<file path="src/rtl/jtag_scan_master.sv">
// JTAG scan master: divides CK into TCLK, walks the TAP from Run-Test/Idle
// through an IR or DR scan of 1..256 bits and back, capturing TDO into data_out.
// TMS/TDI only move on TCLK falling edges. TDO is sampled on TCLK rising edges.
module jtag_scan_master #(
  parameter int unsigned DIV_HALF = 5
) (
  input  logic         CK,
  input  logic         TRST,
  input  logic         start,
  input  logic         is_ir,
  input  logic [8:0]   len,
  input  logic [255:0] data_in,
  input  logic         TDO,
  output logic         TCLK,
  output logic         TMS,
  output logic         TDI,
  output logic         busy,
  output logic         done,
  output logic [255:0] data_out
);

  // Each state is named after the TAP state the target sits in while the
  // controller presents TMS/TDI for the next TCLK rising edge.
  typedef enum logic [3:0] {
    StInit, StIdle, StRti, StSelDr, StSelIr, StCapture, StShift, StExit1, StUpdate
  } state_e;

  localparam logic [7:0] CntMax = 8'(DIV_HALF - 1);

  state_e       state_q, state_d;
  logic [7:0]   cnt_q, cnt_d;
  logic         tclk_q, tclk_d;
  logic         tms_q, tms_d;
  logic         tdi_q, tdi_d;
  logic         done_q, done_d;
  logic [2:0]   init_cnt_q, init_cnt_d;
  logic [8:0]   bit_q, bit_d;
  logic [8:0]   len_q, len_d;
  logic         ir_q, ir_d;
  logic [255:0] shreg_q, shreg_d;
  logic [255:0] data_out_q, data_out_d;

  logic tick;
  logic rise;
  logic fall;

  assign busy     = (state_q != StIdle);
  assign tick     = busy && (cnt_q == CntMax);
  assign rise     = tick && !tclk_q;
  assign fall     = tick && tclk_q;
  assign TCLK     = tclk_q;
  assign TMS      = tms_q;
  assign TDI      = tdi_q;
  assign done     = done_q;
  assign data_out = data_out_q;

  // State register with asynchronous active-low reset into INIT
  always_ff @(posedge CK or negedge TRST) begin
    if (!TRST) begin
      state_q    <= StInit;
      cnt_q      <= '0;
      tclk_q     <= 1'b0;
      tms_q      <= 1'b1;
      tdi_q      <= 1'b0;
      done_q     <= 1'b0;
      init_cnt_q <= '0;
      bit_q      <= '0;
      len_q      <= '0;
      ir_q       <= 1'b0;
      shreg_q    <= '0;
      data_out_q <= '0;
    end else begin
      state_q    <= state_d;
      cnt_q      <= cnt_d;
      tclk_q     <= tclk_d;
      tms_q      <= tms_d;
      tdi_q      <= tdi_d;
      done_q     <= done_d;
      init_cnt_q <= init_cnt_d;
      bit_q      <= bit_d;
      len_q      <= len_d;
      ir_q       <= ir_d;
      shreg_q    <= shreg_d;
      data_out_q <= data_out_d;
    end
  end

  // Clock divider, TDO capture and TAP sequencing; transitions happen on TCLK falls
  always_comb begin
    state_d    = state_q;
    cnt_d      = cnt_q;
    tclk_d     = tclk_q;
    tms_d      = tms_q;
    tdi_d      = tdi_q;
    done_d     = 1'b0;
    init_cnt_d = init_cnt_q;
    bit_d      = bit_q;
    len_d      = len_q;
    ir_d       = ir_q;
    shreg_d    = shreg_q;
    data_out_d = data_out_q;

    if (busy) begin
      if (tick) begin
        cnt_d  = '0;
        tclk_d = !tclk_q;
      end else begin
        cnt_d = cnt_q + 8'd1;
      end
    end

    if (rise) begin
      if (state_q == StInit) init_cnt_d = init_cnt_q + 3'd1;
      if (state_q == StShift) data_out_d[bit_q[7:0]] = TDO;
    end

    case (state_q)
      StInit: begin
        if (fall) begin
          if (init_cnt_q == 3'd5) begin
            tms_d = 1'b0;
          end else if (init_cnt_q == 3'd6) begin
            // Park TMS high so the next scan needs no change before its first edge
            state_d = StIdle;
            tms_d   = 1'b1;
          end
        end
      end
      StIdle: begin
        // A start in the done cycle is dropped so scans never chain back to back
        if (start && !done_q && (len != 9'd0) && (len <= 9'd256)) begin
          state_d    = StRti;
          ir_d       = is_ir;
          len_d      = len;
          shreg_d    = data_in;
          data_out_d = '0;
          cnt_d      = '0;
          tclk_d     = 1'b0;
        end
      end
      StRti: begin
        if (fall) begin
          state_d = StSelDr;
          tms_d   = ir_q;
        end
      end
      StSelDr: begin
        if (fall) begin
          state_d = ir_q ? StSelIr : StCapture;
          tms_d   = 1'b0;
        end
      end
      StSelIr: begin
        if (fall) begin
          state_d = StCapture;
          tms_d   = 1'b0;
        end
      end
      StCapture: begin
        if (fall) begin
          state_d = StShift;
          bit_d   = '0;
          tdi_d   = shreg_q[0];
          tms_d   = (len_q == 9'd1);
        end
      end
      StShift: begin
        if (fall) begin
          if (bit_q == len_q - 9'd1) begin
            state_d = StExit1;
            tms_d   = 1'b1;
            tdi_d   = 1'b0;
          end else begin
            bit_d   = bit_q + 9'd1;
            shreg_d = shreg_q >> 1;
            tdi_d   = shreg_q[1];
            tms_d   = (bit_q + 9'd2 == len_q);
          end
        end
      end
      StExit1: begin
        if (fall) begin
          state_d = StUpdate;
          tms_d   = 1'b0;
        end
      end
      StUpdate: begin
        if (fall) begin
          state_d = StIdle;
          tms_d   = 1'b1;
          done_d  = 1'b1;
        end
      end
      default: begin
        state_d = StInit;
      end
    endcase
  end

endmodule

</file>
<file path="config.mk">
export PLATFORM = sky130hd
export DESIGN_NAME = jtag_scan_master
export DESIGN_NICKNAME = d
export VERILOG_FILES = /design/src/rtl/jtag_scan_master.sv
export SDC_FILE = /design/constraint.sdc
export NUM_CORES = 1
export LEC_CHECK = 0
export CAP_MARGIN = 20
export CORE_UTILIZATION = 25
export DETAILED_ROUTE_END_ITERATION = 16
export PLACE_DENSITY = 0.55
export REMOVE_ABC_BUFFERS = 1
export SLEW_MARGIN = 20
export SYNTH_ARGS = -nofsm -noshare
export SYNTH_HDL_FRONTEND = slang
export SYNTH_SLANG_ARGS = --single-unit
</file>
<file path="constraint.sdc">
create_clock -name CK -period 4.1 [get_ports CK]
set_clock_uncertainty 0.15 [all_clocks]
set_input_delay 0.615 -clock CK [delete_from_list [all_inputs] [get_ports CK]]
set_output_delay 0.615 -clock CK [all_outputs]
set_load 0.01 [all_outputs]
</file>
==> impl_metrics.xml, run 1 <==
<?xml version="1.0" encoding="UTF-8"?>
<metrics>
  <group name="setup_path">
    <metric name="r2r_setup_slack" unit="ns">0.61</metric>
    <metric name="reg2reg_depth" unit="">12</metric>
    <metric name="worst_path_largest_cell_delay" unit="ns">0.50</metric>
    <metric name="worst_path_cell_with_the_longest_stage_delay" unit="">sky130_fd_sc_hd__dfrtp_1</metric>
    <metric name="worst_ep_arrival_time" unit="ns">3.79</metric>
    <metric name="regToRegEndpoint" unit="">data_out[224]</metric>
    <metric name="critical_path.cell_chain" unit="">nor2b_1, nor3b_1, buf_4, inv_2, nand4_1, inv_1, ha_1, and2_1, buf_4, nand2_1, o21ai_0, a21oi_1</metric>
    <metric name="cp_common_cell" unit="">sky130_fd_sc_hd__buf_4</metric>
    <metric name="crit_path_max_fanout" unit="">14</metric>
    <metric name="timing.critical_path.buf_inv" unit="">4</metric>
    <metric name="endpoint_kind" unit="">flip-flop</metric>
    <metric name="cpLargestDelayFamily" unit="">simple AND/OR/NAND/NOR gates</metric>
    <metric name="required" unit="ns">4.41</metric>
    <metric name="worstSetupStartpointType" unit="">flip-flop</metric>
    <metric name="timing.setup.critical_path_class" unit="">reg2reg</metric>
    <metric name="worst_r2r_src" unit="">state_q[1]</metric>
  </group>
  <group name="synthesis">
    <metric name="synth.lib_cells_used.distinct" unit="">60</metric>
    <metric name="number_of_enable_flip_flop_cells_after_synthesis" unit="">0</metric>
    <metric name="ys_top_cells_by_area" unit="">sky130_fd_sc_hd__dfrtp_1 (52%), sky130_fd_sc_hd__a21oi_1 (9.7%), sky130_fd_sc_hd__and3_1 (6.2%)</metric>
    <metric name="synthesis.area" unit="um^2">26500</metric>
    <metric name="netlist.top_cell.by_area" unit="">sky130_fd_sc_hd__dfrtp_1</metric>
    <metric name="avgSynthCellArea" unit="um^2">8.77</metric>
    <metric name="synthTopCellsByCount" unit="">sky130_fd_sc_hd__dfrtp_1 (549), sky130_fd_sc_hd__a21oi_1 (514), sky130_fd_sc_hd__nand2_1 (348), sky130_fd_sc_hd__nand3_1 (279), sky130_fd_sc_hd__o21ai_0 (273)</metric>
    <metric name="yosysTopAreaCellShare" unit="%">51.9</metric>
    <metric name="synthCells" unit="">3021</metric>
    <metric name="seq_area_frac_synth" unit="%">52.0</metric>
    <metric name="ff_latch_count_synth" unit="">550</metric>
    <metric name="synth.yosys.warnings" unit="">0</metric>
    <metric name="post-synth-top-count-cell" unit="">sky130_fd_sc_hd__dfrtp_1</metric>
    <metric name="synth-main-ff-cell" unit="">sky130_fd_sc_hd__dfrtp_1</metric>
    <metric name="postSynth.asyncResetShare" unit="%">100</metric>
  </group>
  <group name="clocking">
    <metric name="cts_repair_resizes" unit="">0</metric>
    <metric name="tritoncts_num_sinks" unit="">550</metric>
    <metric name="root_buffer" unit="">sky130_fd_sc_hd__clkbuf_16</metric>
    <metric name="clock_latency" unit="ns">0.62</metric>
    <metric name="cts_inserted_buffers" unit="">69</metric>
    <metric name="cts-hold-fix-buffers" unit="">1</metric>
    <metric name="htreeDepth" unit="">3</metric>
    <metric name="clock_tree.buffer_depth" unit="">3</metric>
    <metric name="clkSlewWorstSetupHoldPaths" unit="ns">0.06</metric>
    <metric name="cts.repair_timing.setup_buffer_count" unit="">0</metric>
    <metric name="tritoncts" unit="">built</metric>
  </group>
  <group name="hold_path">
    <metric name="hold_path_depth" unit="">2</metric>
    <metric name="whs_endpoint" unit="">shreg_q[250]</metric>
    <metric name="hold_class" unit="">reg2reg</metric>
    <metric name="worst_hold_startpoint" unit="">shreg_q[250]</metric>
  </group>
  <group name="timing">
    <metric name="grt_setup_unrepaired" unit="">no</metric>
    <metric name="slew_viols_final" unit="">0</metric>
    <metric name="final-setup-viol-count" unit="">0</metric>
    <metric name="max_slew.worst_pin.slew" unit="ns">1.13</metric>
    <metric name="worst_slew_margin_rel" unit="%">24.6</metric>
    <metric name="fmax" unit="MHz">287</metric>
    <metric name="timing.hold.ws" unit="ns">0.376</metric>
    <metric name="post-route-min-period" unit="ns">3.49</metric>
    <metric name="final.setup.tns" unit="ns">0</metric>
    <metric name="timing.final.hold_violations" unit="">0</metric>
    <metric name="post-route-period-util" unit="%">85.0</metric>
  </group>
  <group name="placed_design">
    <metric name="port_buffer_cells" unit="">530</metric>
    <metric name="gp_routability_congestion" unit="">0.853</metric>
    <metric name="place_hpwl" unit="um">71500</metric>
    <metric name="cell_count_post_placement" unit="">4736</metric>
  </group>
  <group name="grt">
    <metric name="grt_max_degree" unit="">202</metric>
    <metric name="via_count_of_the_first_global_routing_pass" unit="">24600</metric>
    <metric name="globalRouteTotalUtil" unit="%">19.6</metric>
    <metric name="first_pass_grt_wire_length" unit="um">163000</metric>
    <metric name="grt_antenna_before_repair" unit="">12</metric>
    <metric name="global_route.overflow_total" unit="">0</metric>
  </group>
  <group name="power_and_ir_drop">
    <metric name="worst_vdd_drop" unit="V">0.000235</metric>
    <metric name="p_per_area" unit="nW/um^2">370</metric>
    <metric name="leakage" unit="nW">14.8</metric>
  </group>
  <group name="final_layout">
    <metric name="utilization" unit="%">34.0</metric>
    <metric name="post_route_cells_drive_above_1_share" unit="%">6.75</metric>
    <metric name="number_of_inserted_filler_cells_in_the_final_layout" unit="">11000</metric>
    <metric name="areaGrowthSynthToFinish" unit="%">34.9</metric>
    <metric name="num-nets-final" unit="">3701</metric>
    <metric name="instances_no_fill" unit="">4867</metric>
  </group>
  <group name="routing">
    <metric name="dr_wl_cell" unit="um">22.5</metric>
    <metric name="finalWirelength" unit="um">109000</metric>
    <metric name="detail_route.vias_per_cell" unit="">5.22</metric>
    <metric name="drc_marker_count_from_the_first_detailed_route_iteration" unit="">2800</metric>
    <metric name="ant_nets" unit="">0</metric>
    <metric name="drtPass1Iterations" unit="">5</metric>
    <metric name="vias" unit="">25400</metric>
    <metric name="drc" unit="">0</metric>
  </group>
  <group name="floorplan">
    <metric name="io_pins" unit="">531</metric>
    <metric name="die_width" unit="um">328</metric>
    <metric name="die_height" unit="um">328</metric>
    <metric name="initial_core_util" unit="%">25.2</metric>
    <metric name="core_area" unit="um^2">105000</metric>
    <metric name="floorplan.die_area" unit="um^2">107000</metric>
    <metric name="fp-row-count" unit="">119</metric>
  </group>
  <group name="run">
    <metric name="maximum_capacitance_violations" unit="">0</metric>
  </group>
  <group name="outcome">
    <metric name="outcome" unit="">completed</metric>
  </group>
</metrics>
==> sequential cells by signal, indices dropped and copies added, names as in the netlist <==
register	cells
bit_q	9
data_out	256
ir_q	1
TMS	1
shreg_q	256
cnt_q	8
len_q	9
TCLK	1
TDI	1
done	1
init_cnt_q	3
state_q	4
==> logic make-up after synthesis <==
family / Yosys count / share of synthesized area (%)
muxes: 4 / 0.156
DFF: 550 / 52.0
adders and majority gates: 14 / 0.661
xor gates and xnor gates: 25 / 0.826
AOI/OAI and AO/OA: 1080 / 22.1
buffers and inverters: 323 / 5.18
and+or+nand+nor: 1025 / 19.1
==> where the power goes <==
group / internal (mW) / switching [mW]
Sequential: 5.57 / 0.105
Clock: 3.92 / 2.55
Combinational: 0.585 / 0.505
==> metal layers <==
| layer | vias up | share of wire [%] | GRT usage [%] | wire length [um] |
|---|---|---|---|---|
| met5 | - | 0.021 | 0 | 23 |
| met4 | 4 | 4.5 | 9.84 | 4890 |
| met3 | 192 | 6.4 | 3.28 | 7010 |
| met2 | 996 | 46 | 29.7 | 50200 |
| met1 | 12500 | 43 | 27.0 | 47200 |
| li1 | 11700 | - | - | - |
==> how the worst max path moves through the flow <==
stage	slack [ns]	end	startpoint	cells past startpoint
2_1_floorplan	-29.18	shreg_q[254]	state_q[3]	3
3_3_place_gp	0.48	data_out[163]	len[5]	8
3_5_place_dp	0.46	data_out[98]	len[5]	8
4_1_cts	0.64	data_out[108]	state_q[1]	12
5_1_grt	0.25	data_out[6]	state_q[1]	12
6_report	0.61	data_out[224]	state_q[1]	12
==> cell usage in the layout, fill, tap and decap left out, drive strengths merged, types with 5 or more instances in the layout <==
cell,count
dfrtp,549
clkdlybuf4s50,528
a21oi,515
nand2,348
nand3,279
o21ai,274
and3,262
o22ai,257
buf,105
clkbuf,95
nor2,59
inv,22
ha,14
xnor2,13
nand4,12
xor2,12
nor2b,11
clkinv,11
nor3,11
and2,10
bufinv,8
diode,7
nand2b,7
nand3b,6
nor4,6
a31oi,5
==> stage by stage <==
step	cell area, um^2	total power, mW	setup WS, ns
finish	35700	13.2	0.614
global placement	33300	6.86	0.483
global route	35700	13.7	0.247
CTS	35700	13.4	0.638
detailed placement	33300	6.86	0.455
floorplan	25200	6.01	-29.18
==> cell type report <==
class	count	area, um^2	share of cell area, %
Sequential cell	550	13800	38.5
Multi-Input combinational cell	2148	11400	32.0
Timing Repair Buffer	634	6370	17.8
Clock buffer	95	1990	5.58
Tap cell	1391	1740	4.87
Clock inverter	28	384	1.07
Inverter	14	52.6	0.147
Antenna cell	7	17.5	0.0490
==> worst register-to-register path, cell delays in order (launching register included) <==
cell and delay [ns]:
sky130_fd_sc_hd__dfrtp_1 0.50, sky130_fd_sc_hd__nor2b_1 0.11, sky130_fd_sc_hd__nor3b_1 0.15, sky130_fd_sc_hd__buf_4 0.16, sky130_fd_sc_hd__inv_2 0.18, sky130_fd_sc_hd__nand4_1 0.23, sky130_fd_sc_hd__inv_1 0.17, sky130_fd_sc_hd__ha_1 0.26
sky130_fd_sc_hd__and2_1 0.43, sky130_fd_sc_hd__buf_4 0.33, sky130_fd_sc_hd__nand2_1 0.29, sky130_fd_sc_hd__o21ai_0 0.27, sky130_fd_sc_hd__a21oi_1 0.11
No activity file was read; power rests on OpenSTA's default activity.
==> run 2: changes to the inputs <==
clock period = 3.7 ns   (was 4.1 ns; I/O delays follow)
==> run 2 against run 1 <==
Compared with the run above: combinational power is 13% higher; setup slack got worse by 0.18 ns; flip-flop and latch count unchanged; via count increased by 0.18%; power is 9.9% higher; count of clock-buffer cells in the layout fell by 6; highest routed layer unchanged; final area rose by 0.50%; cell count increased by 0.31%; utilization rose by 0.17 points; sequential power rose by 11%; register-to-register slack got worse by 0.18 ns; largest power group unchanged.
==> impl_metrics.xml, run 2 (synthesis results as in run 1) <==
<?xml version="1.0" encoding="UTF-8"?>
<metrics>
  <group name="outcome">
    <metric name="outcome" unit="">completed</metric>
  </group>
  <group name="grt">
    <metric name="global_route.overflow_total" unit="">0</metric>
    <metric name="via_count_of_the_first_global_routing_pass" unit="">24800</metric>
    <metric name="first_pass_grt_wire_length" unit="um">163000</metric>
    <metric name="globalRouteTotalUtil" unit="%">19.7</metric>
    <metric name="grt_antenna_before_repair" unit="">11</metric>
    <metric name="grt_max_degree" unit="">253</metric>
  </group>
  <group name="placed_design">
    <metric name="place_hpwl" unit="um">72200</metric>
    <metric name="port_buffer_cells" unit="">530</metric>
    <metric name="gp_routability_congestion" unit="">0.856</metric>
    <metric name="pre_cts_ws" unit="ns">0.292</metric>
  </group>
  <group name="final_layout">
    <metric name="post_route_cells_drive_above_1_share" unit="%">7.15</metric>
    <metric name="utilization" unit="%">34.2</metric>
    <metric name="areaGrowthSynthToFinish" unit="%">35.6</metric>
    <metric name="multiInputGateArea" unit="um^2">11400</metric>
    <metric name="num-nets-final" unit="">3717</metric>
    <metric name="layout_common_cells" unit="">sky130_fd_sc_hd__dfrtp_1 (549), sky130_fd_sc_hd__clkdlybuf4s50_1 (528), sky130_fd_sc_hd__a21oi_1 (514), sky130_fd_sc_hd__nand2_1 (348), sky130_fd_sc_hd__nand3_1 (279)</metric>
    <metric name="number_of_inserted_filler_cells_in_the_final_layout" unit="">10900</metric>
    <metric name="seqCellArea" unit="um^2">13800</metric>
    <metric name="mostFrequentLayoutCell" unit="">sky130_fd_sc_hd__dfrtp_1</metric>
  </group>
  <group name="routing">
    <metric name="vias" unit="">25500</metric>
    <metric name="drtPass1Iterations" unit="">5</metric>
    <metric name="detail_route.vias_per_cell" unit="">5.22</metric>
    <metric name="drc_marker_count_from_the_first_detailed_route_iteration" unit="">2826</metric>
    <metric name="drc" unit="">0</metric>
    <metric name="finalWirelength" unit="um">109000</metric>
    <metric name="ant_nets" unit="">0</metric>
    <metric name="dr_wl_cell" unit="um">22.3</metric>
  </group>
  <group name="setup_path">
    <metric name="timing.setup.critical_path_class" unit="">reg2reg</metric>
    <metric name="worst_r2r_src" unit="">cnt_q[0]</metric>
    <metric name="required" unit="ns">4.03</metric>
    <metric name="worst_path_largest_cell_delay" unit="ns">0.43</metric>
    <metric name="crit_path_max_fanout" unit="">14</metric>
    <metric name="worst_path_cell_with_the_longest_stage_delay" unit="">sky130_fd_sc_hd__and2_1</metric>
    <metric name="worst_setup_path_endpoint" unit="">data_out[98]</metric>
    <metric name="critical_path.cell_chain" unit="">inv_1, ha_1, nor2b_1, nand4_1, inv_1, ha_1, and2_1, buf_4, nand2_1, o21ai_0, a21oi_1</metric>
    <metric name="worst_setup_path_startpoint" unit="">cnt_q[0]</metric>
    <metric name="regToRegEndpoint" unit="">data_out[98]</metric>
    <metric name="reg2reg_depth" unit="">11</metric>
    <metric name="r2r_setup_slack" unit="ns">0.43</metric>
    <metric name="endpoint_kind" unit="">flip-flop</metric>
    <metric name="worst_ep_arrival_time" unit="ns">3.60</metric>
    <metric name="worstSetupStartpointType" unit="">flip-flop</metric>
  </group>
  <group name="timing">
    <metric name="grt_setup_unrepaired" unit="">no</metric>
    <metric name="final.setup.tns" unit="ns">0</metric>
    <metric name="fmax" unit="MHz">306</metric>
    <metric name="slew_viols_final" unit="">0</metric>
    <metric name="worst_slew_margin_rel" unit="%">12.7</metric>
    <metric name="timing.final.hold_violations" unit="">0</metric>
    <metric name="post-route-min-period" unit="ns">3.27</metric>
    <metric name="post-route-period-util" unit="%">88.4</metric>
    <metric name="final-setup-viol-count" unit="">0</metric>
    <metric name="timing.hold.ws" unit="ns">0.355</metric>
    <metric name="final_critical_path_setup_slack" unit="ns">0.430</metric>
    <metric name="max_slew.worst_pin.slew" unit="ns">1.31</metric>
  </group>
  <group name="power_and_ir_drop">
    <metric name="leakage" unit="nW">14.8</metric>
    <metric name="p_per_area" unit="nW/um^2">405</metric>
    <metric name="worst_vdd_drop" unit="V">0.000257</metric>
  </group>
  <group name="floorplan">
    <metric name="io_pins" unit="">531</metric>
    <metric name="initial_core_util" unit="%">25.2</metric>
    <metric name="die_width" unit="um">328</metric>
    <metric name="core_area" unit="um^2">105000</metric>
    <metric name="die_height" unit="um">328</metric>
    <metric name="floorplan.die_area" unit="um^2">107000</metric>
    <metric name="fp-row-count" unit="">119</metric>
  </group>
  <group name="clocking">
    <metric name="cts.repair_timing.setup_buffer_count" unit="">0</metric>
    <metric name="cts_inserted_buffers" unit="">68</metric>
    <metric name="tritoncts" unit="">built</metric>
    <metric name="clock_latency" unit="ns">0.63</metric>
    <metric name="cts_repair_resizes" unit="">0</metric>
    <metric name="root_buffer" unit="">sky130_fd_sc_hd__clkbuf_16</metric>
    <metric name="clock_tree.buffer_depth" unit="">3</metric>
    <metric name="htreeDepth" unit="">3</metric>
    <metric name="clkSlewWorstSetupHoldPaths" unit="ns">0.06</metric>
    <metric name="tritoncts_num_sinks" unit="">550</metric>
  </group>
  <group name="hold_path">
    <metric name="hold_class" unit="">in2reg</metric>
    <metric name="hold_path_depth" unit="">3</metric>
  </group>
  <group name="run">
    <metric name="maximum_capacitance_violations" unit="">0</metric>
  </group>
</metrics>
==> run 2: changes by cell type in the layout (fill, tap and decap cells not counted), moves of 3 or more <==
| cell | change |
|---|---|
| sky130_fd_sc_hd__buf_12 | +8 |
| sky130_fd_sc_hd__buf_4 | +8 |
| sky130_fd_sc_hd__clkbuf_1 | -3 |
| sky130_fd_sc_hd__clkbuf_8 | -4 |
| sky130_fd_sc_hd__inv_6 | -5 |
==> run 2: cell type report <==
cell class / instances / share of cell area [%]
Tap cell: 1391 / 4.84
Inverter: 14 / 0.146
Timing Repair Buffer: 651 / 18.4
Clock buffer: 89 / 5.44
Multi-Input combinational cell: 2148 / 31.8
Antenna cell: 9 / 0.0627
Sequential cell: 550 / 38.3
Clock inverter: 30 / 1.06
==> run 2: through the flow <==
step / instance area (um^2) / power (mW) / std cells
2_1_floorplan: 25200 / 6.66 / 2712
3_3_place_gp: 33500 / 7.63 / 4752
3_5_place_dp: 33600 / 7.63 / 4753
4_1_cts: 35900 / 14.7 / 4873
5_1_grt: 35900 / 15.0 / 4880
6_report: 35900 / 14.5 / 4882
==> run 2: worst min-delay path by stage <==
stage	start	endpoint	slack [ns]
2_1_floorplan	TRST	TCLK	0.11
3_3_place_gp	init_cnt_q[2]	init_cnt_q[2]	0.35
3_5_place_dp	init_cnt_q[2]	init_cnt_q[2]	0.35
4_1_cts	len[5]	len_q[5]	0.30
5_1_grt	len[4]	len_q[4]	0.38
6_report	len[5]	len_q[5]	0.35
==> run 2: critical path: cells and delay by family, from the launching register on <==
kind | cells | cell delay (ns)
AOI/OAI and AO/OA | 2 | 0.43
adders and majority gates | 2 | 0.40
buffers and inverters | 3 | 0.56
DFF | 1 | 0.42
and+or+nand+nor | 4 | 1.17
==> run 2: where the power goes <==
group | switching, mW | internal (mW) | leakage, nW | total, mW
Clock | 2.80 | 4.23 | 1.15 | 7.03
Sequential | 0.118 | 6.17 | 6.70 | 6.29
Combinational | 0.572 | 0.659 | 6.98 | 1.23
==> run 2: layer usage <==
metal  GRT usage [%]  vias up  wire length, um
met2            30.2      983            50900
li1                -    11700                -
met1            26.8    12600            46800
met4            9.84        4             4840
met5               0        -               21
met3            3.01      219             6510
==> run 2: what timing repair did <==
action                     in CTS  in global routing
hold buffers                    1                  0
hold endpoints to repair       68                  0
setup endpoints to repair       0                  0
==> run 3: changes to the inputs <==
TNS_END_PERCENT = 1   (was not set)
==> results of run 3 <==
Final layout, timing and power as in run 2 (identical DEF).
